### config.mk
export PLATFORM = sky130hd
export DESIGN_NAME = rf_wb_arbiter
export DESIGN_NICKNAME = d
export VERILOG_FILES = /design/src/rtl/rf_wb_arbiter_pkg.sv /design/src/rtl/rr_arbiter.sv /design/src/rtl/rf_wb_arbiter.sv
export SDC_FILE = /design/constraint.sdc
export NUM_CORES = 1
export LEC_CHECK = 0
export BUFFER_PORTS_ARGS = -buffer_cell sky130_fd_sc_hd__buf_2
export CAP_MARGIN = 20
export CORE_ASPECT_RATIO = 2
export CORE_MARGIN = 3
export CORE_UTILIZATION = 38
export CTS_CLUSTER_DIAMETER = 40
export DETAILED_ROUTE_END_ITERATION = 16
export PLACE_DENSITY = 0.79
export SLEW_MARGIN = 20
export SYNTH_ARGS = -nofsm -noshare
export SYNTH_HDL_FRONTEND = slang
export SYNTH_SLANG_ARGS = --single-unit
### constraint.sdc
create_clock -name clk -period 2.8 [get_ports clk]
set_input_delay 0.56 -clock clk [delete_from_list [all_inputs] [get_ports clk]]
set_output_delay 0.56 -clock clk [all_outputs]
set_load 0.05 [all_outputs]
### src/rtl/rf_wb_arbiter_pkg.sv
// Shared widths, writeback request bundle and requester index constants
// for the register-file writeback arbiter.
package rf_wb_arbiter_pkg;

    localparam int REG_W  = 5;
    localparam int WORD_W = 32;

    typedef logic [REG_W-1:0]  regsel_t;
    typedef logic [WORD_W-1:0] word_t;

    typedef struct packed {
        logic    valid;
        regsel_t sel;
        word_t   dat;
    } wb_req_t;

    localparam int WB_NREQ   = 3;
    localparam int WB_ALU    = 0;
    localparam int WB_LSU    = 1;
    localparam int WB_MULDIV = 2;

endpackage

### src/rtl/rr_arbiter.sv
// Combinational round-robin arbiter: grants the first requester found when
// scanning from ptr upward with wrap-around. Grant is one-hot or zero.
module rr_arbiter #(
    parameter int NREQ = 3,
    parameter int PW   = (NREQ > 1) ? $clog2(NREQ) : 1
) (
    input  logic [NREQ-1:0] req,
    input  logic [PW-1:0]   ptr,
    output logic [NREQ-1:0] grant
);

    logic          found;
    logic [PW-1:0] idx;

    always_comb begin
        grant = '0;
        found = 1'b0;
        idx   = '0;
        for (int k = 0; k < NREQ; k++) begin
            idx = PW'((int'(ptr) + k) % NREQ);
            if (!found && req[idx]) begin
                grant[idx] = 1'b1;
                found      = 1'b1;
            end
        end
    end

endmodule

### src/rtl/rf_wb_arbiter.sv
// Round-robin arbiter sharing the register-file write port between writeback
// sources; the winner is registered onto the write port and mirrored as a forward port.
module rf_wb_arbiter
    import rf_wb_arbiter_pkg::*;
#(
    parameter int NREQ   = WB_NREQ,
    parameter int REG_W  = rf_wb_arbiter_pkg::REG_W,
    parameter int WORD_W = rf_wb_arbiter_pkg::WORD_W
) (
    input  logic                         clk,
    input  logic                         rst,
    input  logic                         flush,
    input  logic [NREQ-1:0]              req_valid,
    output logic [NREQ-1:0]              req_ready,
    input  logic [NREQ-1:0][REG_W-1:0]   req_sel,
    input  logic [NREQ-1:0][WORD_W-1:0]  req_dat,
    output logic                         rf_wen,
    output logic [REG_W-1:0]             rf_wsel,
    output logic [WORD_W-1:0]            rf_wdat,
    output logic                         fwd_valid,
    output logic [REG_W-1:0]             fwd_sel,
    output logic [WORD_W-1:0]            fwd_dat
);

    localparam int PW = (NREQ > 1) ? $clog2(NREQ) : 1;

    logic [PW-1:0]     ptr_q, ptr_d;
    logic              wen_q, wen_d;
    logic [REG_W-1:0]  wsel_q, wsel_d;
    logic [WORD_W-1:0] wdat_q, wdat_d;
    logic [NREQ-1:0]   grant;
    logic [PW-1:0]     gidx;

    rr_arbiter #(
        .NREQ (NREQ),
        .PW   (PW)
    ) u_rr (
        .req   (req_valid & {NREQ{~flush}}),
        .ptr   (ptr_q),
        .grant (grant)
    );

    // Grants are suppressed while reset is held so no handshake can complete.
    assign req_ready = rst ? '0 : grant;

    always_comb begin
        ptr_d  = ptr_q;
        wen_d  = 1'b0;
        wsel_d = wsel_q;
        wdat_d = wdat_q;
        gidx   = '0;
        for (int i = 0; i < NREQ; i++) begin
            if (req_ready[i]) begin
                gidx = PW'(i);
            end
        end
        if (|req_ready) begin
            wen_d  = (req_sel[gidx] != '0);
            wsel_d = req_sel[gidx];
            wdat_d = req_dat[gidx];
            ptr_d  = (int'(gidx) == NREQ - 1) ? '0 : gidx + PW'(1);
        end
    end

    always_ff @(posedge clk or posedge rst) begin
        if (rst) begin
            ptr_q  <= '0;
            wen_q  <= 1'b0;
            wsel_q <= '0;
            wdat_q <= '0;
        end else begin
            ptr_q  <= ptr_d;
            wen_q  <= wen_d;
            wsel_q <= wsel_d;
            wdat_q <= wdat_d;
        end
    end

    assign rf_wen    = wen_q;
    assign rf_wsel   = wsel_q;
    assign rf_wdat   = wdat_q;
    assign fwd_valid = wen_q;
    assign fwd_sel   = wsel_q;
    assign fwd_dat   = wdat_q;

endmodule

## Word-level counts from Yosys, hierarchy flattened

Cells that the tools add are included.

| word-level totals | value |
|---|---|
| ROM bits | 0 |
| logic and storage cells | 57 |
| output and inout bits | 79 |
| memory bits (writable) | 0 |
| memories kept | 0 |
| register bits after elaboration | 40 |
| bits in latches | 0 |
| bits of input ports | 117 |

| operators by class | value |
|---|---|
| magnitude comparators | 7 |
| shifts and indexed selects | 0 |
| eq/ne operators | 1 |
| reduce and logical (&&, ||, !) cells | 9 |
| $add $sub $neg | 3 |
| $mul | 0 |
| div/mod/pow operators | 3 |
| bitwise operators | 4 |
| mux-type cells | 26 |

Operators by type and width:

| kind | count |
|---|---|
| $bmux W32 S2 | 1 |
| $mod A32 B3 Y32 const B | 2 |
| $mod A3 B3 Y32 const B | 1 |
| $mux W32 | 1 |
| $lt A2 B3 Y1 const B | 4 |
| $mux W3 | 4 |
| $bmux W5 S2 | 1 |
| $mux W1 | 10 |
| $bmux W1 S2 | 3 |
| $demux W1 S2 | 3 |
| $ge A2 B1 Y1 const B | 3 |
| $or A3 B3 Y3 | 2 |
| $logic_and A1 B1 Y1 | 5 |
| $mux W5 | 1 |
| $reduce_bool A5 Y1 | 1 |
| $mux W2 | 2 |
| $add A2 B1 Y3 const B | 1 |
| $add A2 B2 Y3 const B | 1 |
| $and A3 B3 Y3 | 1 |
| $reduce_or A3 Y1 | 1 |
| $add A2 B1 Y2 const B | 1 |
| $eq A2 B2 Y1 const B | 1 |
| $logic_not A1 Y1 | 2 |
| $not A1 Y1 | 1 |

## Depth between registers and ports, before layout

| depth | value |
|---|---|
| word-level depth | 18 |
| depth in mapped cells | 12 |
| mapped depth without buffers | 10 |

## Hierarchy

From an unflattened synthesis, not the netlist that was laid out.

| second synthesis, totals | value |
|---|---|
| cell total of the unflattened synthesis | 318 |
| area, all modules | 2,946.6 µm² |

By module, submodules not included:

| module | area an instance (µm²) | cells each | seq. area each (µm²) | times used |
|---|---|---|---|---|
| rf_wb_arbiter | 2,673.8 | 282 | 1,001.0 | 1 |
| rr_arbiter | 272.8 | 36 | 0.0 | 1 |

## Worst setup path before layout

No wires, ideal clock.

| path | value |
|---|---|
| kind | input-to-reg |
| start point | input port rst |
| end point | register wen_q, in the netlist fwd_valid |
| data required time | 2,712 ps |
| library setup time | 88 ps |
| data arrival time | 3,029 ps |
| cell stages on the path | 6 |
| slack | -317 ps |
| path buffers | 0 |
| cells stage by stage | inv_1 > nand4_1 > inv_1 > nor3_1 > o32a_1 > a41oi_1 |

| between the ends | value |
|---|---|
| cells in the longest elaborated chain, start to end | 7 |
| elaborated cells between the ends (all ways) | 8 |
| classes of those cells | 6 x mux; 2 x reduce/logical |

Ends and longest elaborated chain:

| element | RTL line | source |
|---|---|---|
| from (decl) | rf_wb_arbiter.sv:11 | `input logic rst,` |
| $mux W3 * | rf_wb_arbiter.sv:44 | `assign req_ready = rst ? '0 : grant;` |
| via req_ready[1] | rf_wb_arbiter.sv:14 | `output logic [NREQ-1:0] req_ready,` |
| $mux W1 | rf_wb_arbiter.sv:53 | `if (req_ready[i]) begin` |
| $mux W2 | rf_wb_arbiter.sv:53 |  |
| $bmux W5 S2 | rf_wb_arbiter.sv:58 | `wen_d = (req_sel[gidx] != '0);` |
| $mux W5 (not written as such) | rf_wb_arbiter.sv:58 |  |
| $reduce_bool A5 Y1 | rf_wb_arbiter.sv:58 |  |
| $mux W1 * | rf_wb_arbiter.sv:57 | `if (\|req_ready) begin` |
| via wen_d | rf_wb_arbiter.sv:28 | `logic wen_q, wen_d;` |
| to (signal assigned) | rf_wb_arbiter.sv:73 | `wen_q <= wen_d;` |
| to (decl) | rf_wb_arbiter.sv:28 |  |

Mark *: on every way through the listed nets, which the timed path passes. The rest lies on a longest branch. The select of a mux whose other input is x is not followed.
A chain may end at the register's enable or synchronous reset.

## Final worst setup path

| path | value |
|---|---|
| start point | register ptr_q[1] |
| end point | output port req_ready[2] |

| between the ends | value |
|---|---|
| cells in the longest elaborated chain, start to end | 11 |
| elaborated cells between the ends (all ways) | 38 |
| classes of those cells | 2 x add/sub; 3 x div; 6 x order compare; 18 x mux; 2 x bitwise; 7 x reduce/logical |

Ends and longest elaborated chain:

| element | RTL line | source |
|---|---|---|
| from (decl) | rf_wb_arbiter.sv:27 | `logic [PW-1:0] ptr_q, ptr_d;` |
| from (signal assigned) | rf_wb_arbiter.sv:72 | `ptr_q <= ptr_d;` |
| $add A2 B1 Y3 or $mod A3 B3 Y32 (tied branches) | rr_arbiter.sv:20 | `idx = PW'((int'(ptr) + k) % NREQ);` |
| $mod A32 B3 Y32 (tied with other cells) | rr_arbiter.sv:20 |  |
| $lt A2 B3 Y1 (not written as such) (tied with other cells) | rr_arbiter.sv:22 | `grant[idx] = 1'b1;` |
| $logic_and A1 B1 Y1 (not written as such) (tied with other cells) | rr_arbiter.sv:22 |  |
| $mux W1 (not written as such) (tied with other cells) | rr_arbiter.sv:22 |  |
| $demux W1 S2 (tied with other cells) | - |  |
| $or A3 B3 Y3 (no line) or $mux W1 (tied branches) | - |  |
| $mux W3 or $logic_not A1 Y1 (tied branches) | rr_arbiter.sv:21 | `if (!found && req[idx]) begin` |
| $or A3 B3 Y3 (no line) or $logic_and A1 B1 Y1 (tied branches) | - |  |
| $mux W3 * | rr_arbiter.sv:21 |  |
| $mux W3 * | rf_wb_arbiter.sv:44 |  |
| to (decl) | rf_wb_arbiter.sv:14 |  |

Every way passes the cells marked *; elsewhere a longest branch is shown, timed or not. The select of a mux whose other input is x is not followed.

==> impl_metrics.env <==
export IMPL_first_pass_iters=4
export IMPL_grt_max_degree=41
export IMPL_vias_per_cell=5.38
export IMPL_rrSetupSlack_ns=0.02
export IMPL_p_sw_share_pct=55.7
export IMPL_ctsHtreeMaxLevel=2
export IMPL_yosysUniqueCellTypes=45
export IMPL_fin_crit_sh_pct=100
export IMPL_antenna_found_initial=0
export IMPL_rows=44
export IMPL_fin_area_sq_um=4180
export IMPL_cts_root_buf="clkbuf_16"
export IMPL_fillers=647
export IMPL_synth_cells=275
export IMPL_async_reset_ff_share_pct=100
export IMPL_power_switching_mw=3.53
export IMPL_overflow=0
export IMPL_min_from="fwd_dat[13]$_DFFE_PP0P_"
export IMPL_first_iter_violations=146
export IMPL_cts_tree="yes"
export IMPL_synth_edff_count=0
export IMPL_clock_latency_ns=0.27
export IMPL_yosysTopAreaCell="dfrtp_1"
export IMPL_start_util_pct=39.3
export IMPL_hpwl_microns=7490
export IMPL_placed_area_sq_um=3780
export IMPL_seqPwrFrac_pct=17.8
export IMPL_grt_pass1_vias=2905
export IMPL_startpoint="ptr_q[1]$_DFFE_PP0P_"
export IMPL_cp_required_ns=2.24
export IMPL_groute_usage_overall_pct=21.7
export IMPL_yosys_register_bits=40
export IMPL_die_x_microns=67.3
export IMPL_routed_wl_microns=9890
export IMPL_clock_sink_count=40
export IMPL_finalClockSkew_ns=0.00375
export IMPL_rsz0062_at_grt="yes"
export IMPL_violations="setup timing"
export IMPL_r2r_start="ptr_q[1]$_DFFE_PP0P_"
export IMPL_drt_antenna_violating_nets=0
export IMPL_port_buffers=195
export IMPL_crit_type="reg2out"
export IMPL_antennaDiodeCount=0
export IMPL_wl_per_cell_microns=18.2
export IMPL_cap_violations=0
export IMPL_fp_dieH_microns=129
export IMPL_tns_ns=-0.00499
export IMPL_finalHoldViolations=0
export IMPL_p_per_area_nw_per_um2=1520
export IMPL_fin_crit_ns=2.80
export IMPL_fin_ws_ns=-0.00499
export IMPL_fin_nets=572
export IMPL_clkTransAtPathRegs_ns=0.06
export IMPL_p_clk_share_pct=8.8
export IMPL_layout_drive_gt1_share_pct=65.3
export IMPL_syn_to_final_growth_pct=46.2
export IMPL_fmax_mhz=357
export IMPL_synth_seq_area_share_pct=35.1
export IMPL_cts_buffers=5
export IMPL_cp_max_fo=7
export IMPL_netlist_top_cells_count="40 x buf_4, 40 x dfrtp_1, 34 x mux2_2"
export IMPL_grt_pass1_wl_microns=14300
export IMPL_slew_violations=0
export IMPL_synth_top_area_share_pct=35.1
export IMPL_num_vias=2929
export IMPL_clockBufferDepth=2
export IMPL_ys_warnings_count=0
export IMPL_synth_ff_type="dfrtp_1"
export IMPL_drc_errors=0
export IMPL_synthTopCellsByArea="dfrtp_1 35%, mux2_2 13%, a221o_1 12%"
export IMPL_tightest_slew_ns=0.522
export IMPL_power_frac_comb_pct=73.4
export IMPL_dieArea_sq_um=8650
export IMPL_cp_start_kind="flop"
export IMPL_core_area_sq_um=7270
export IMPL_arrival_ns=2.24
export IMPL_final_setup_viol_count=1
export IMPL_io_pin_count=196
export IMPL_gp_congestion=0.947
export IMPL_internal_power_mw=2.81
export IMPL_peakVddDrop_v=0.00112
export IMPL_power_leakage_nw=2.12
export IMPL_ctsHoldBuffers=0
export IMPL_syn_avg_cell_area_sq_um=10.4
export IMPL_netlist_area_sq_um=2860
export IMPL_min_delay_path_class="reg2reg"
export IMPL_relSlewSlack_pct=65.2
export IMPL_syn_nets=396
export IMPL_endpoint_kind="output pin"
export IMPL_outcome="finished with violations"
cell type report:
type                            instances  area (sq um)  share of cell area, %
Tap cell                               92           115                   2.76
Multi-Input combinational cell        165          1500                   35.9
Timing Repair Buffer                  228          1370                   32.7
Inverter                               11          47.5                   1.14
Clock buffer                            8           146                   3.51
Sequential cell                        40          1000                   24.0
stage by stage:
step | hold slack [ns] | setup WS [ns] | std cells | utilization [%] | total power, mW
after floorplan | 0.543 | 0.0215 | 275 | - | 4.73
after global placement | 0.505 | -0.00410 | 526 | 52.0 | 5.36
after detailed placement | 0.515 | -0.0827 | 526 | 52.0 | 5.44
after CTS | 0.528 | 0.00470 | 535 | 54.8 | 6.08
after global routing | 0.540 | -0.0997 | 544 | 57.5 | 6.66
final | 0.521 | -0.00499 | 544 | 57.5 | 6.34
metal layers:
layer	GRT usage, %	part of all wire (%)	vias to the layer above
li1	-	-	1355
met1	22.4	35	1433
met2	41.1	57	119
met3	2.88	4.6	22
met4	9.69	2.9	0
met5	0	0	-
power groups by stage:
stage | registers (mW) | logic, mW | clock network, mW
2_1_floorplan | 2.06 | 2.66 | 0
3_3_place_gp | 1.11 | 4.24 | 0
3_5_place_dp | 1.14 | 4.30 | 0
4_1_cts | 1.13 | 4.37 | 0.578
5_1_grt | 1.17 | 4.88 | 0.600
6_report | 1.13 | 4.65 | 0.556
kinds of logic after synthesis:
| kind of cell | count (synthesis) | share of synthesized area [%] |
|---|---|---|
| compound gates | 55 | 17.1 |
| buf+inv | 70 | 15.9 |
| mux | 42 | 16.7 |
| flops | 40 | 35.1 |
| simple gates | 64 | 13.5 |
| fa+ha+maj | 4 | 1.75 |
path summary, 6_finish.rpt:
check / to / depth (start not counted)
setup / recovery: req_ready[2] / 7
hold / removal: fwd_dat[13]$_DFFE_PP0P_ / 1
setup reg to reg: fwd_dat[14]$_DFFE_PP0P_ / 10
hold reg to reg: fwd_dat[13]$_DFFE_PP0P_ / 1
max in group asynchronous: fwd_dat[8]$_DFFE_PP0P_ / 3
min in group asynchronous: fwd_dat[29]$_DFFE_PP0P_ / 3
state kept, by name, indices dropped and copies added, names as in the netlist:
| signal | flops |
|---|---|
| fwd_sel | 5 |
| fwd_valid | 1 |
| ptr_q | 2 |
| fwd_dat | 32 |
cells in the final DEF (no fill, tap or decap), types with 4 or more instances in the layout:
cell / n
a221o_1: 33
and3_1: 32
buf_12: 5
buf_2: 192
buf_4: 24
clkbuf_16: 8
dfrtp_1: 40
inv_1: 5
inv_2: 4
mux2_2: 34
mux2i_1: 6
nor2_1: 6
nor3_1: 4
critical path: stages (launching register included):
cell and delay [ns]:
dfrtp_1 0.42, ha_4 0.34, mux2i_4 0.25, a21oi_2 0.07
a221o_1 0.37, a21o_4 0.27, inv_4 0.09, buf_8 0.15
repair_timing:
action | CTS | global route
gates cloned | 0 | 3
pin swaps | 1 | 8
resized for setup | 14 | 17
endpoints found under the setup margin | 38 | 39
setup buffers | 1 | 6
(Power assumes the default switching activity.)
